`src/rtl/mips_ins_encoder.sv`:
```
// Program loader: encodes symbolic MIPS requests into 32-bit words, queues them with byte
// addresses in a show-ahead FIFO and streams them to imem. Optional macro: MIPS_ENC_BRANCH_REL_EN.
module mips_ins_encoder #(
  parameter int FIFO_DEPTH = 4,
  parameter int ADDR_W     = 32
) (
  input  logic              clk,
  input  logic              rst,
  input  logic              start,
  input  logic [ADDR_W-1:0] base_addr,
  input  logic              in_valid,
  output logic              in_ready,
  input  logic [3:0]        in_op,
  input  logic [4:0]        in_rs,
  input  logic [4:0]        in_rt,
  input  logic [4:0]        in_rd,
  input  logic [15:0]       in_imm,
  input  logic [25:0]       in_target,
  input  logic              in_last,
  output logic              out_valid,
  input  logic              out_ready,
  output logic [ADDR_W-1:0] out_addr,
  output logic [31:0]       out_data,
  output logic              err,
  output logic              err_sticky,
  output logic              busy,
  output logic              done,
  output logic [1:0]        dbg_state
);

  // Handshakes: a transfer happens on a rising clk edge where valid && ready; the producer
  // holds valid and payload until then, and ready never depends on the same-cycle valid.

  localparam int PTR_W = (FIFO_DEPTH > 1) ? $clog2(FIFO_DEPTH) : 1;
  localparam int CNT_W = $clog2(FIFO_DEPTH + 1);
  localparam logic [CNT_W-1:0] DEPTH_C = CNT_W'(FIFO_DEPTH);

  localparam logic [3:0] OP_ADD  = 4'd0;
  localparam logic [3:0] OP_SUB  = 4'd1;
  localparam logic [3:0] OP_AND  = 4'd2;
  localparam logic [3:0] OP_OR   = 4'd3;
  localparam logic [3:0] OP_SLT  = 4'd4;
  localparam logic [3:0] OP_ADDI = 4'd5;
  localparam logic [3:0] OP_LW   = 4'd6;
  localparam logic [3:0] OP_SW   = 4'd7;
  localparam logic [3:0] OP_BEQ  = 4'd8;
  localparam logic [3:0] OP_J    = 4'd9;
  localparam logic [3:0] OP_NOP  = 4'd10;

  typedef enum logic [1:0] {
    S_IDLE  = 2'd0,
    S_LOAD  = 2'd1,
    S_DRAIN = 2'd2
  } state_t;

  state_t            state;
  logic [ADDR_W-1:0] pc;

  logic [31:0]       mem_data [FIFO_DEPTH];
  logic [ADDR_W-1:0] mem_addr [FIFO_DEPTH];
  logic [PTR_W-1:0]  wr_ptr;
  logic [PTR_W-1:0]  rd_ptr;
  logic [PTR_W-1:0]  rd_ptr_n;
  logic [CNT_W-1:0]  count;
  logic [CNT_W-1:0]  count_n;

  logic [31:0]       enc_word;
  logic              enc_illegal;
  logic              accept;
  logic              push;
  logic              pop;
  logic              head_from_push;

`ifdef MIPS_ENC_BRANCH_REL_EN
  // Branch offset is relative to the delay-slot pc, in words.
  logic [15:0] beq_diff;
  logic [15:0] beq_rel;
  logic        unused_tgt_low;
  assign beq_diff       = in_imm - (pc[15:0] + 16'd4);
  assign beq_rel        = {{2{beq_diff[15]}}, beq_diff[15:2]};
  assign unused_tgt_low = ^in_target[1:0];
`endif

  always_comb begin
    enc_word    = 32'h0;
    enc_illegal = 1'b0;
    case (in_op)
      OP_ADD:  enc_word = {6'b000000, in_rs, in_rt, in_rd, 5'b00000, 6'b100000};
      OP_SUB:  enc_word = {6'b000000, in_rs, in_rt, in_rd, 5'b00000, 6'b100010};
      OP_AND:  enc_word = {6'b000000, in_rs, in_rt, in_rd, 5'b00000, 6'b100100};
      OP_OR:   enc_word = {6'b000000, in_rs, in_rt, in_rd, 5'b00000, 6'b100101};
      OP_SLT:  enc_word = {6'b000000, in_rs, in_rt, in_rd, 5'b00000, 6'b101010};
      OP_ADDI: enc_word = {6'b001000, in_rs, in_rt, in_imm};
      OP_LW:   enc_word = {6'b100011, in_rs, in_rt, in_imm};
      OP_SW:   enc_word = {6'b101011, in_rs, in_rt, in_imm};
`ifdef MIPS_ENC_BRANCH_REL_EN
      OP_BEQ: begin
        enc_word    = {6'b000100, in_rs, in_rt, beq_rel};
        enc_illegal = (in_imm[1:0] != 2'b00);
      end
      OP_J:    enc_word = {6'b000010, pc[27:26], in_target[25:2]};
`else
      OP_BEQ:  enc_word = {6'b000100, in_rs, in_rt, in_imm};
      OP_J:    enc_word = {6'b000010, in_target};
`endif
      OP_NOP:  enc_word = 32'h0;
      default: enc_illegal = 1'b1;
    endcase
  end

  assign in_ready  = (state == S_LOAD) && (count < DEPTH_C);
  assign accept    = in_valid && in_ready;
  assign push      = accept && !enc_illegal;
  assign pop       = out_valid && out_ready;
  assign busy      = (state != S_IDLE);
  assign dbg_state = state;

  always_comb begin
    count_n  = count;
    rd_ptr_n = rd_ptr;
    if (push && !pop) count_n = count + CNT_W'(1);
    if (pop && !push) count_n = count - CNT_W'(1);
    if (pop)          rd_ptr_n = rd_ptr + PTR_W'(1);
    // When the new head slot is the one being written this edge, take the word directly.
    head_from_push = push && (count_n == CNT_W'(1));
  end

  always_ff @(posedge clk) begin
    if (push) begin
      mem_data[wr_ptr] <= enc_word;
      mem_addr[wr_ptr] <= pc;
    end
  end

  always_ff @(posedge clk) begin
    if (rst) begin
      state      <= S_IDLE;
      pc         <= '0;
      wr_ptr     <= '0;
      rd_ptr     <= '0;
      count      <= '0;
      out_valid  <= 1'b0;
      out_addr   <= '0;
      out_data   <= '0;
      err        <= 1'b0;
      err_sticky <= 1'b0;
      done       <= 1'b0;
    end else begin
      done       <= 1'b0;
      err        <= accept && enc_illegal;
      err_sticky <= err_sticky | (accept && enc_illegal);

      case (state)
        S_IDLE: begin
          if (start) begin
            pc    <= base_addr;
            state <= S_LOAD;
          end
        end
        S_LOAD: begin
          if (push) pc <= pc + ADDR_W'(4);
          if (accept && in_last) state <= S_DRAIN;
        end
        S_DRAIN: begin
          if (count == '0) begin
            done  <= 1'b1;
            state <= S_IDLE;
          end
        end
        default: state <= S_IDLE;
      endcase

      if (push) wr_ptr <= wr_ptr + PTR_W'(1);
      rd_ptr <= rd_ptr_n;
      count  <= count_n;

      out_valid <= (count_n != '0);
      if (count_n == '0) begin
        out_addr <= '0;
        out_data <= '0;
      end else if (head_from_push) begin
        out_addr <= pc;
        out_data <= enc_word;
      end else begin
        out_addr <= mem_addr[rd_ptr_n];
        out_data <= mem_data[rd_ptr_n];
      end
    end
  end

endmodule
```
`config.mk`:
```
export PLATFORM = sky130hd
export DESIGN_NAME = mips_ins_encoder
export DESIGN_NICKNAME = d
export VERILOG_FILES = /design/src/rtl/mips_ins_encoder.sv
export SDC_FILE = /design/constraint.sdc
export NUM_CORES = 1
export LEC_CHECK = 0
export ABC_AREA = 1
export CAP_MARGIN = 20
export CELL_PAD_IN_SITES_DETAIL_PLACEMENT = 1
export CELL_PAD_IN_SITES_GLOBAL_PLACEMENT = 1
export CORE_MARGIN = 5
export CORE_UTILIZATION = 35
export CTS_BUF_LIST = sky130_fd_sc_hd__clkbuf_4
export DETAILED_ROUTE_END_ITERATION = 6
export GPL_TIMING_DRIVEN = 0
export PLACE_DENSITY = 0.63
export SLEW_MARGIN = 5
export SYNTH_ARGS = -nofsm -noshare
export SYNTH_HDL_FRONTEND = slang
export SYNTH_SLANG_ARGS = --single-unit
```
`constraint.sdc`:
```
create_clock -name clk -period 6.5 [get_ports clk]
set_input_delay 1.3 -clock clk [delete_from_list [all_inputs] [get_ports clk]]
set_output_delay 1.3 -clock clk [all_outputs]
set_load 0.02 [all_outputs]
```
Word level (Yosys, flattened, before mapping)
Memory sizes are Yosys's and may differ from the RTL's. Index checks and enable logic that the tools add are counted.

Shifts and indexed selects: 0. Reductions and logical operators: 23. Bitwise operators: 2. Multiply operators: 0. Equal/unequal tests: 17. Div/mod/pow operators: 0. Mux-type cells: 17. Add/subtract/negate cells: 5. Magnitude comparators: 1.

Operators by type and width (number): $pmux W32 S10 (1); $mux W32 (4); $pmux W32 S2 (1); $add A32 B3 Y32 const B (1); $eq A4 B3 Y1 const B (4); $eq A4 B4 Y1 const B (3); $reduce_or A11 Y1 (1); $logic_and A1 B1 Y1 (9); $eq A4 B2 Y1 const B (2); $mux W2 (4); $logic_not A3 Y1 (2); $mux W3 (2); $ne A2 B2 Y1 const B (3); $pmux W2 S3 (1); $reduce_and A3 Y1 (2); $add A2 B1 Y2 const B (2); $eq A4 B1 Y1 const B (1); $logic_not A4 Y1 (1); $mux W1 (4); $reduce_bool A2 Y1 (2); $reduce_or A2 Y1 (2); $add A3 B1 Y3 const B (1); $eq A3 B1 Y1 const B (1); $lt A3 B3 Y1 const B (1); 9 further kinds (10).

Word-level logic and storage cells: 78. Bits in latches: 0. Memory bits (read-only): 0. Memories: 2. Register bits: 109. Memory bits (writable): 256.

Memories: mem_addr (depth 4, width 32, rd ports 1, clocked after memory_dff 0, write ports 1, line 60) `logic [ADDR_W-1:0] mem_addr [FIFO_DEPTH];`; mem_data (depth 4, width 32, rd ports 1, clocked after memory_dff 0, write ports 1, line 59) `logic [31:0] mem_data [FIFO_DEPTH];`.

Depth between registers and ports, before layout
Gate-level depths: netlist of the first run.

Depth in word-level cells: 10. Mapped depth: 14. Depth with buffers taken out: 13.

Least setup slack after synthesis of the first run
No wires, ideal clock.

Kind: input to register. From: input port in_op[2]. To: memory mem_addr[0][0] (enable). Path buffers: 1. Arrival time: 4.374 ns. Library setup time: 0.482 ns. Slack: 1.644 ns. Stages on the path: 6. Cells stage by stage: inv_2 -> nand2_1 -> nand2_2 -> nand2_4 -> buf_4 -> nor2_1.

Cells in the longest elaborated chain, start to end: 5. Elaborated cells between the ends (all ways): 15. Those cells by class: 10 x eq/ne; 2 x mux; 3 x reduce/logical.

Ends and longest elaborated chain: start, declared (line 13) `input logic [3:0] in_op,`; $eq A4 B4 Y1, or another cell as far along (line 87) `case (in_op)`; $reduce_or A11 Y1 (no source line) *; $logic_and A1 B1 Y1 * (line 113) `assign push = accept && !enc_illegal;`; $mux W1 * (line 129) `if (push) begin`; $mux W1 (implied by the code) * (line 131) `mem_addr[wr_ptr] <= pc;`; end, declared (line 60).

Every way passes the cells marked *; elsewhere a longest branch is shown, timed or not.

Worst setup path in the final report of the first run
From: register state[0] (netlist: dbg_state[0]). To: output port in_ready.

Cells in the longest elaborated chain, start to end: 2.

Ends and longest elaborated chain: start, declared (line 56) `state_t state;`; start signal, assigned (line 137) `state <= S_IDLE;`; start signal, assigned (line 157) `state <= S_LOAD;`; start signal, assigned (line 162) `if (accept && in_last) state <= S_DRAIN;`; $eq A2 B1 Y1 (line 111) `assign in_ready = (state == S_LOAD) && (count < DEPTH_C);`; $logic_and A1 B1 Y1 (line 111); end, declared (line 12) `output logic in_ready,`.

Every way passes these cells.

==> impl_metrics.yaml, run 1 <==
outcome:
  run_status: "complete, no violations"
logic_synthesis:
  synth_edf_count: 248
  yosysWarnings: 0
  synth_fp_nets: 1688
  flop_and_latch_count_out_of_synthesis: 355
  synth_sequential_area_ratio_pct: 62.6
  postSynth.asyncResetShare_pct: 0
  synth.avg_cell_area_sq_um: 9.69
  synth_flop_cell: "sky130_fd_sc_hd__edfxtp_1"
  yosys.cell_types.count: 43
  syn-cell-area_sq_um: 15300
  synthCells: 1581
timing:
  final-setup-viol-count: 0
  maxSlewHeadroom_pct: 43.0
  final.setup_skew_ns: 0.0676
  timing.final.crit_share_pct: 50.7
  rsz_0062_raised_after_global_routing: "false"
  max_slew.worst_pin.slew_ns: 0.854
  report.final.slew_viol_count: 0
  timing.fmax_mhz: 303
  finalWorstPathRequiredPeriod_ns: 3.30
  finalHoldViolations: 0
cts:
  cts_inserted_buffers: 95
  clock-root-buffer: "sky130_fd_sc_hd__clkbuf_4"
  cts.sink_count: 355
  tritoncts: "done"
  clkSlewWorstSetupHoldPaths_ns: 0.06
  post_cts_hold_buffer_count: 0
  clockBufferDepth: 3
  cts.htree.levels: 3
  cts_setup_buffers: 0
  clock_latency_ns: 0.79
  cts-resized-gates: 0
placement:
  numPlacedInstances: 2347
  dp_hpwl_um: 36700
  place_area_sq_um: 18000
  buffer_ports.inserted: 169
  place_congestion: 0.908
global_routing:
  track_usage_pct: 21.4
  grt_max_degree: 23
  grt_remaining_overflow: 0
  first_global_vias: 13500
  grt_first_pass_wirelength_um: 78300
  initial_antenna_violation_count: 3
layout:
  fill_count: 5002
  flow.area_growth_from_synthesis_pct: 25.9
  post_layout_nonfiller_instances: 2527
  seq_area_sq_um: 9590
  most-common-layout-cells: "sky130_fd_sc_hd__nor2_1 (295), sky130_fd_sc_hd__edfxtp_1 (248), sky130_fd_sc_hd__nand2_1 (222)"
  multi_input_area_sq_um: 4860
  post_route_cells_drive_above_1_share_pct: 15.7
  final_area_sq_um: 19300
  fin_nets: 1966
  finish.utilization_pct: 44.7
  layout.cells.most_common: "sky130_fd_sc_hd__nor2_1"
worst_setup_path:
  largest_fanout_on_the_critical_path: 5
  critPathRequiredTime_ns: 5.20
  critPathKind: "reg -> out"
  reg2reg_slack_ns: 3.82
  cp_cell_sequence: "nand3_2 -> inv_1 -> clkdlybuf4s50_1"
  worst_setup_path_start_kind: "flip-flop"
  cp_slowest_cell: "sky130_fd_sc_hd__clkdlybuf4s50_1"
  worst_ep_arrival_time_ns: 2.00
  worst_setup_path_end_kind: "output pin"
  timing.critical_path.slowest_cell_delay_ns: 0.60
route:
  drc_viols: 0
  drt-pass1-iter-count: 5
  remaining_antenna_violation_count_after_routing: 0
  vias_per_cell: 5.03
  vias_after_detailed_routing: 12700
  drt-wirelength-per-cell_um: 20.7
  postRouteWirelength_um: 52300
  detail_route.iter0.violations: 938
floorplan:
  initial_core_util_pct: 35.5
  die_area_sq_um: 48100
  floorplan.rows: 76
  boundaryPins: 171
  core_area_sq_um: 43200
  dieWidth_um: 219
  fp.dieH_um: 219
job:
  drv.max_cap_violation_count: 0
pwr:
  p_per_area_nw_per_um2: 373
  p_leak_nw: 7.41
  vdd_ir_max_mv: 0.147
hold_path:
  hold_path_class: "reg -> reg"
synthesized netlist by cell type (7+ instances only):
cell                       count  area, sq um
sky130_fd_sc_hd__inv_1       118          443
sky130_fd_sc_hd__buf_2        43          215
sky130_fd_sc_hd__edfxtp_1    248         7450
sky130_fd_sc_hd__a21oi_1      70          350
sky130_fd_sc_hd__nor2_2       20          125
sky130_fd_sc_hd__nor3_1        8         40.0
sky130_fd_sc_hd__dfxtp_1     107         2140
sky130_fd_sc_hd__o22ai_1      34          213
sky130_fd_sc_hd__nand3b_1     10         75.1
sky130_fd_sc_hd__nand3_1      62          310
sky130_fd_sc_hd__nor2_1      299         1120
sky130_fd_sc_hd__o21ai_0     191          956
sky130_fd_sc_hd__nand2_2      28          175
sky130_fd_sc_hd__nand2_1     222          833
sky130_fd_sc_hd__clkbuf_1     25         93.8
sky130_fd_sc_hd__inv_2         7         26.3
sky130_fd_sc_hd__ha_1          8          100
sky130_fd_sc_hd__nand4_1       8         50.1
layer usage:
layer | share of wire, % | vias to the layer above | wire length, um | track usage (%)
li1 | - | 5970 | - | -
met1 | 44 | 6285 | 23000 | 27.7
met2 | 47 | 376 | 24800 | 36.0
met3 | 6.3 | 86 | 3280 | 4.72
met4 | 2.3 | 0 | 1210 | 6.34
met5 | 0 | - | 0 | 0
worst max-delay path, delay by kind of cell (launching register included):
kind | cells | cell delay, ns
buf+inv | 2 | 0.67
flops | 1 | 0.42
simple gates | 1 | 0.13
report_power, final:
part	switching (W)	internal (W)
logic	0.00159	0.000838
registers	0.000123	0.00266
clock network	0.000943	0.00105
total	0.00266	0.00454
final cells by class:
class | instances | area share [%]
Antenna cell | 4 | 0.0519
Buffer | 85 | 2.28
Clock buffer | 150 | 5.84
Clock inverter | 26 | 0.584
Inverter | 125 | 2.43
Multi-Input combinational cell | 1016 | 25.2
Sequential cell | 355 | 49.7
Tap cell | 585 | 3.79
Timing Repair Buffer | 181 | 10.2
state kept, by name (all words and copies together), names as in the netlist:
name	count
err_sticky	1
err	1
mem_data	120
mem_addr	128
out_valid	1
wr_ptr	2
out_addr	32
pc	32
rd_ptr	2
out_data	30
count	3
dbg_state	2
done	1
path summary, 6_finish.rpt:
check                       startpoint                         to  cells past startpoint
min              err_sticky$_SDFF_PP0_      err_sticky$_SDFF_PP0_                      2
min reg2reg      err_sticky$_SDFF_PP0_      err_sticky$_SDFF_PP0_                      2
max          dbg_state[0]$_SDFFE_PP0P_                   in_ready                      3
max reg2reg  dbg_state[0]$_SDFFE_PP0P_  mem_data[1][15]$_DFFE_PP_                      7
through the flow:
step           power [W]  hold WS (ns)  setup slack, ns  TNS (ns)
4_1_cts          0.00731         0.489             3.10         0
5_1_grt          0.00764         0.513             3.06         0
2_1_floorplan    0.00420         0.474             1.64         0
3_5_place_dp     0.00528         0.461             2.45         0
6_report         0.00720         0.480             3.20         0
3_3_place_gp     0.00523         0.471            -1.72   -387.07
cell families (layout without fill, tap and decap cells):
logic type | count (synthesis) | after routing | synth area share [%]
buffers and inverters | 210 | 567 | 5.93
adders and majority gates | 8 | 8 | 0.653
and+or+nand+nor | 678 | 678 | 19.1
other | 1 | 5 | 0.0245
DFF | 355 | 355 | 62.6
xor gates and xnor gates | 5 | 5 | 0.335
AOI/OAI and AO/OA | 324 | 324 | 11.3
Note: power is estimated with default switching activity, not from simulation.
==> run 2: changes to the inputs <==
Settings changed: PLACE_DENSITY 0.63 to 0.66.
Clock period 6.5 ns to 2.7 ns, I/O delays scaled along.
==> impl_metrics.yaml, run 2 (synthesis gave the netlist of run 1 again) <==
outcome:
  run_status: "complete, no violations"
worst_setup_path:
  critPathRequiredTime_ns: 3.14
  timing.rr.start: "dbg_state[1]$_SDFFE_PP0P_"
  cp_slowest_cell: "sky130_fd_sc_hd__nor2_4"
  worst_setup_path_start_kind: "flip-flop"
  crit_family: "simple AND/OR/NAND/NOR gates"
  reg2reg_to: "mem_data[2][12]$_DFFE_PP_"
  worst_ep_arrival_time_ns: 3.06
  timing.critical_path.slowest_cell_delay_ns: 0.66
  critPathKind: "reg -> reg"
  largest_fanout_on_the_critical_path: 22
  timing.critical_path.to: "mem_data[2][12]$_DFFE_PP_"
  worst_setup_path_end_kind: "flip-flop"
  critical_path_cell_count: 8
  reg2reg_slack_ns: 0.08
  cp_cell_sequence: "inv_2 -> nand3_2 -> nor2_4 -> nand2_4 -> buf_4 -> nor2_4 -> buf_12 -> buf_12"
  crit_path_buf_inv_count: 4
  ff2ff_path_depth: 8
  critical_path.startpoint: "dbg_state[1]$_SDFFE_PP0P_"
floorplan:
  core_area_sq_um: 43200
  initial_core_util_pct: 35.5
  dieWidth_um: 219
  fp.dieH_um: 219
  boundaryPins: 171
  die_area_sq_um: 48100
  floorplan.rows: 76
cts:
  cts.sink_count: 355
  clockBufferDepth: 3
  cts_inserted_buffers: 96
  cts.htree.levels: 3
  clkSlewWorstSetupHoldPaths_ns: 0.07
  clock_latency_ns: 0.77
  post_cts_hold_buffer_count: 0
  clock-root-buffer: "sky130_fd_sc_hd__clkbuf_4"
  tritoncts: "done"
route:
  remaining_antenna_violation_count_after_routing: 0
  postRouteWirelength_um: 51900
  vias_after_detailed_routing: 12700
  drc_viols: 0
  drt-wirelength-per-cell_um: 20.6
  vias_per_cell: 5.01
  detail_route.iter0.violations: 833
  drt-pass1-iter-count: 5
layout:
  finish.utilization_pct: 44.7
  max_reg_flops: 128
  post_route_cells_drive_above_1_share_pct: 15.4
  layout.cells.most_common: "sky130_fd_sc_hd__nor2_1"
  fill_count: 5031
  post_layout_nonfiller_instances: 2526
  multi_input_area_sq_um: 4860
  flow.area_growth_from_synthesis_pct: 25.9
  seq_area_sq_um: 9590
  largest-register: "mem_addr"
  top_regs: "mem_addr x128, mem_data x120"
  fin_nets: 1966
  most-common-layout-cells: "sky130_fd_sc_hd__nor2_1 (295), sky130_fd_sc_hd__edfxtp_1 (248), sky130_fd_sc_hd__nand2_1 (222)"
timing:
  report.final.slew_viol_count: 0
  final-setup-viol-count: 0
  final.setup_skew_ns: 0.0345
  finalHoldViolations: 0
  finalWorstPathRequiredPeriod_ns: 2.62
  timing.fmax_mhz: 382
  timing.final.crit_share_pct: 97.1
  rsz_0062_raised_after_global_routing: "true"
  max_slew.worst_pin.slew_ns: 0.856
  maxSlewHeadroom_pct: 42.8
placement:
  dp_hpwl_um: 36600
  numPlacedInstances: 2346
  buffer_ports.inserted: 169
  place_congestion: 0.885
job:
  drv.max_cap_violation_count: 0
pwr:
  p_per_area_nw_per_um2: 901
  vdd_ir_max_mv: 0.301
  p_leak_nw: 7.42
global_routing:
  track_usage_pct: 21.3
  initial_antenna_violation_count: 1
  first_global_vias: 13400
  grt_remaining_overflow: 0
  grt_first_pass_wirelength_um: 78200
  grt_max_degree: 24
hold_path:
  hold_path_class: "in -> reg"
  hold_path_start: "base_addr[3]"
## run 2: changes by cell type in the layout (fill, tap and decap cells not counted), sizes merged
cell	change
clkdlybuf4s50	-1
buf	-2
clkinvlp	-2
diode	-3
clkinv	+10
dlygate4sd2	+1
inv	-1
bufinv	+1
clkbuf	-4
## run 2: worst min path at each step
stage	end	slack (ns)	cells past startpoint
after floorplan	mem_addr[0][0]$_DFFE_PP_	0.47	0
after global placement	err_sticky$_SDFF_PP0_	0.46	2
after detailed placement	err_sticky$_SDFF_PP0_	0.50	2
after CTS	pc[0]$_SDFFE_PP0P_	0.33	3
after global routing	pc[0]$_SDFFE_PP0P_	0.36	3
final	pc[3]$_SDFFE_PP0P_	0.42	3
## run 2: cell type report
type	count	area share, %
antenna	1	0.0130
timing repair buffer	180	10.1
clock inverter	34	0.856
sequential	355	49.7
clock buffer	145	5.64
inverter	125	2.43
multi-input combinational	1016	25.2
tap	585	3.79
buffer	85	2.29
## run 2: timing repair
action / in CTS / in global routing
resized for setup: 2 / 1
hold endpoints to repair: 0 / 0
setup endpoints to repair: 1 / 2
buffers inserted: 0 / 0
## run 2: report_power, final
| part | total [W] | internal [W] | switching, W |
|---|---|---|---|
| Sequential | 0.00670 | 0.00639 | 0.000305 |
| Combinational | 0.00582 | 0.00202 | 0.00381 |
| Clock | 0.00486 | 0.00255 | 0.00231 |
## run 2: per-layer routing
| metal | global-route usage (%) | routed length, um | vias to the layer above |
|---|---|---|---|
| met1 | 28.0 | 22800 | 6190 |
| met4 | 6.26 | 940 | 0 |
| met5 | 0 | 0 | - |
| met2 | 35.9 | 25100 | 411 |
| li1 | - | - | 5981 |
| met3 | 3.95 | 3130 | 68 |
## run 2: through the flow
stage            TNS, ns  power [W]  worst slack (ns)  hold WS [ns]  cell area (sq um)
3_5_place_dp      -87.91     0.0127            -0.563         0.498              18000
6_report               0     0.0174            0.0795         0.425              19300
3_3_place_gp     -664.47     0.0125             -2.66         0.464              17800
2_1_floorplan     -91.72     0.0101            -0.370         0.474              15300
5_1_grt        -0.000381     0.0184         -0.000381         0.360              19300
4_1_cts                0     0.0176            0.0306         0.333              19300
## run 2: worst min-delay path, cell delays in order
cell	delay, ns
sky130_fd_sc_hd__clkdlybuf4s50_1	0.40
sky130_fd_sc_hd__nand2_1	0.10
sky130_fd_sc_hd__a31oi_1	0.08
==> run 3: changes to the inputs <==
Settings changed: SLEW_MARGIN 5 to 20.
==> impl_metrics.yaml, run 3 (synthesis gave the netlist of run 1 again) <==
outcome:
  run_status: "complete, no violations"
route:
  vias_per_cell: 5.02
  drt-wirelength-per-cell_um: 20.4
  detail_route.iter0.violations: 735
  vias_after_detailed_routing: 12700
  drt-pass1-iter-count: 5
  drc_viols: 0
  postRouteWirelength_um: 51800
  remaining_antenna_violation_count_after_routing: 0
cts:
  tritoncts: "done"
  clock_latency_ns: 0.80
  cts.htree.levels: 3
  post_cts_hold_buffer_count: 0
  cts_inserted_buffers: 96
  clock-root-buffer: "sky130_fd_sc_hd__clkbuf_4"
  clkSlewWorstSetupHoldPaths_ns: 0.07
  clockBufferDepth: 3
  cts.sink_count: 355
worst_setup_path:
  worst_setup_path_end_kind: "flip-flop"
  largest_fanout_on_the_critical_path: 10
  reg2reg_slack_ns: 0.16
  worst_setup_path_start_kind: "flip-flop"
  ff2ff_path_depth: 10
  worst_ep_arrival_time_ns: 3.21
  critPathRequiredTime_ns: 3.37
  critPathKind: "reg -> reg"
placement:
  numPlacedInstances: 2347
  dp_hpwl_um: 36700
  buffer_ports.inserted: 169
  place_congestion: 0.885
  pre_cts_ws_ns: -0.560
timing:
  rsz_0062_raised_after_global_routing: "false"
  maxSlewHeadroom_pct: 42.6
  report.final.slew_viol_count: 0
  timing.final.crit_share_pct: 93.9
  final-setup-viol-count: 0
  holdWs_ns: 0.363
  timing.fmax_mhz: 394
  max_slew.worst_pin.slew_ns: 0.852
  finalHoldViolations: 0
  post-route-worst-setup-slack_ns: 0.164
  final.setup_skew_ns: 0.0464
  timing.setup.tns_ns: 0
  finalWorstPathRequiredPeriod_ns: 2.54
global_routing:
  track_usage_pct: 21.4
  grt_remaining_overflow: 0
  initial_antenna_violation_count: 2
  first_global_vias: 13600
  grt_max_degree: 22
  grt_first_pass_wirelength_um: 78500
hold_path:
  hold_depth: 3
  hold_path_class: "in -> reg"
floorplan:
  fp.dieH_um: 219
  core_area_sq_um: 43200
  die_area_sq_um: 48100
  dieWidth_um: 219
  boundaryPins: 171
  floorplan.rows: 76
  initial_core_util_pct: 35.5
layout:
  flow.area_growth_from_synthesis_pct: 26.4
  post_route_cells_drive_above_1_share_pct: 15.5
  fin_nets: 1968
  largest-register: "mem_addr"
  top_regs: "mem_addr x128, mem_data x120"
  layout.cells.most_common: "sky130_fd_sc_hd__nor2_1"
  post_layout_nonfiller_instances: 2532
  fill_count: 4994
  most-common-layout-cells: "sky130_fd_sc_hd__nor2_1 (295), sky130_fd_sc_hd__edfxtp_1 (248), sky130_fd_sc_hd__nand2_1 (222)"
  max_reg_flops: 128
pwr:
  p_leak_nw: 7.45
  comb_power_share_pct: 33.4
  p_per_area_nw_per_um2: 899
  power_frac_clock_pct: 28.1
  p_seq_share_pct: 38.4
  p_switching_w: 0.00644
  swShare_pct: 37.0
  vdd_ir_max_mv: 0.338
  p_int_w: 0.0110
job:
  drv.max_cap_violation_count: 0
[run 3: timing repair]
| action | CTS | global route |
|---|---|---|
| cloned | 0 | 0 |
| gates resized for setup | 2 | 1 |
| buffers inserted | 0 | 1 |
| pin swaps | 0 | 1 |
| endpoints found under the setup margin | 4 | 5 |
[run 3: power by group through the flow]
stage / Combinational, W / Clock, W / Sequential (W)
2_1_floorplan: 0.00296 / 0 / 0.00716
3_3_place_gp: 0.00574 / 0 / 0.00681
3_5_place_dp: 0.00586 / 0 / 0.00682
4_1_cts: 0.00588 / 0.00505 / 0.00670
5_1_grt: 0.00634 / 0.00541 / 0.00676
6_report: 0.00582 / 0.00490 / 0.00670
[run 3: cell type report]
cell class                      instances  area [sq um]  share of cell area [%]
Sequential cell                       355          9590                    49.5
Multi-Input combinational cell       1016          4860                    25.1
Timing Repair Buffer                  182          2010                    10.4
Clock buffer                          139          1040                    5.39
Tap cell                              585           732                    3.78
Inverter                              125           469                    2.42
Buffer                                 85           440                    2.27
Clock inverter                         41           220                    1.14
Antenna cell                            4          10.0                  0.0517
[run 3: metal layers]
metal,vias to the layer above,share of wire [%],track usage (%)
met5,-,0,0
met4,0,2.6,7.18
met3,87,6.4,4.87
met2,411,48,35.7
met1,6241,43,27.6
li1,5979,-,-
[run 3: path summary, 6_finish.rpt]
check                              from                      end
hold reg to reg   err_sticky$_SDFF_PP0_    err_sticky$_SDFF_PP0_
hold / removal             base_addr[3]       pc[3]$_SDFFE_PP0P_
setup reg to reg   out_valid$_SDFF_PP0_  out_addr[13]$_SDFF_PP0_
setup / recovery   out_valid$_SDFF_PP0_  out_addr[13]$_SDFF_PP0_
[run 3: through the flow]
stage,total power (W),util (%),instance area (sq um)
after floorplan,0.0101,-,15300
after global placement,0.0125,41.1,17800
after detailed placement,0.0127,41.9,18100
after CTS,0.0176,44.8,19400
after global routing,0.0185,44.9,19400
final,0.0174,44.9,19400
[run 3: critical path, stage by stage (launching register included)]
cell	delay, ns
sky130_fd_sc_hd__dfxtp_1	0.35
sky130_fd_sc_hd__nand2_2	0.14
sky130_fd_sc_hd__inv_2	0.14
sky130_fd_sc_hd__nand2_2	0.09
sky130_fd_sc_hd__nand2_2	0.20
sky130_fd_sc_hd__buf_2	0.31
sky130_fd_sc_hd__buf_1	0.51
sky130_fd_sc_hd__nor2_1	0.10
sky130_fd_sc_hd__o22ai_1	0.15
sky130_fd_sc_hd__a21oi_1	0.09
sky130_fd_sc_hd__nor2_1	0.33
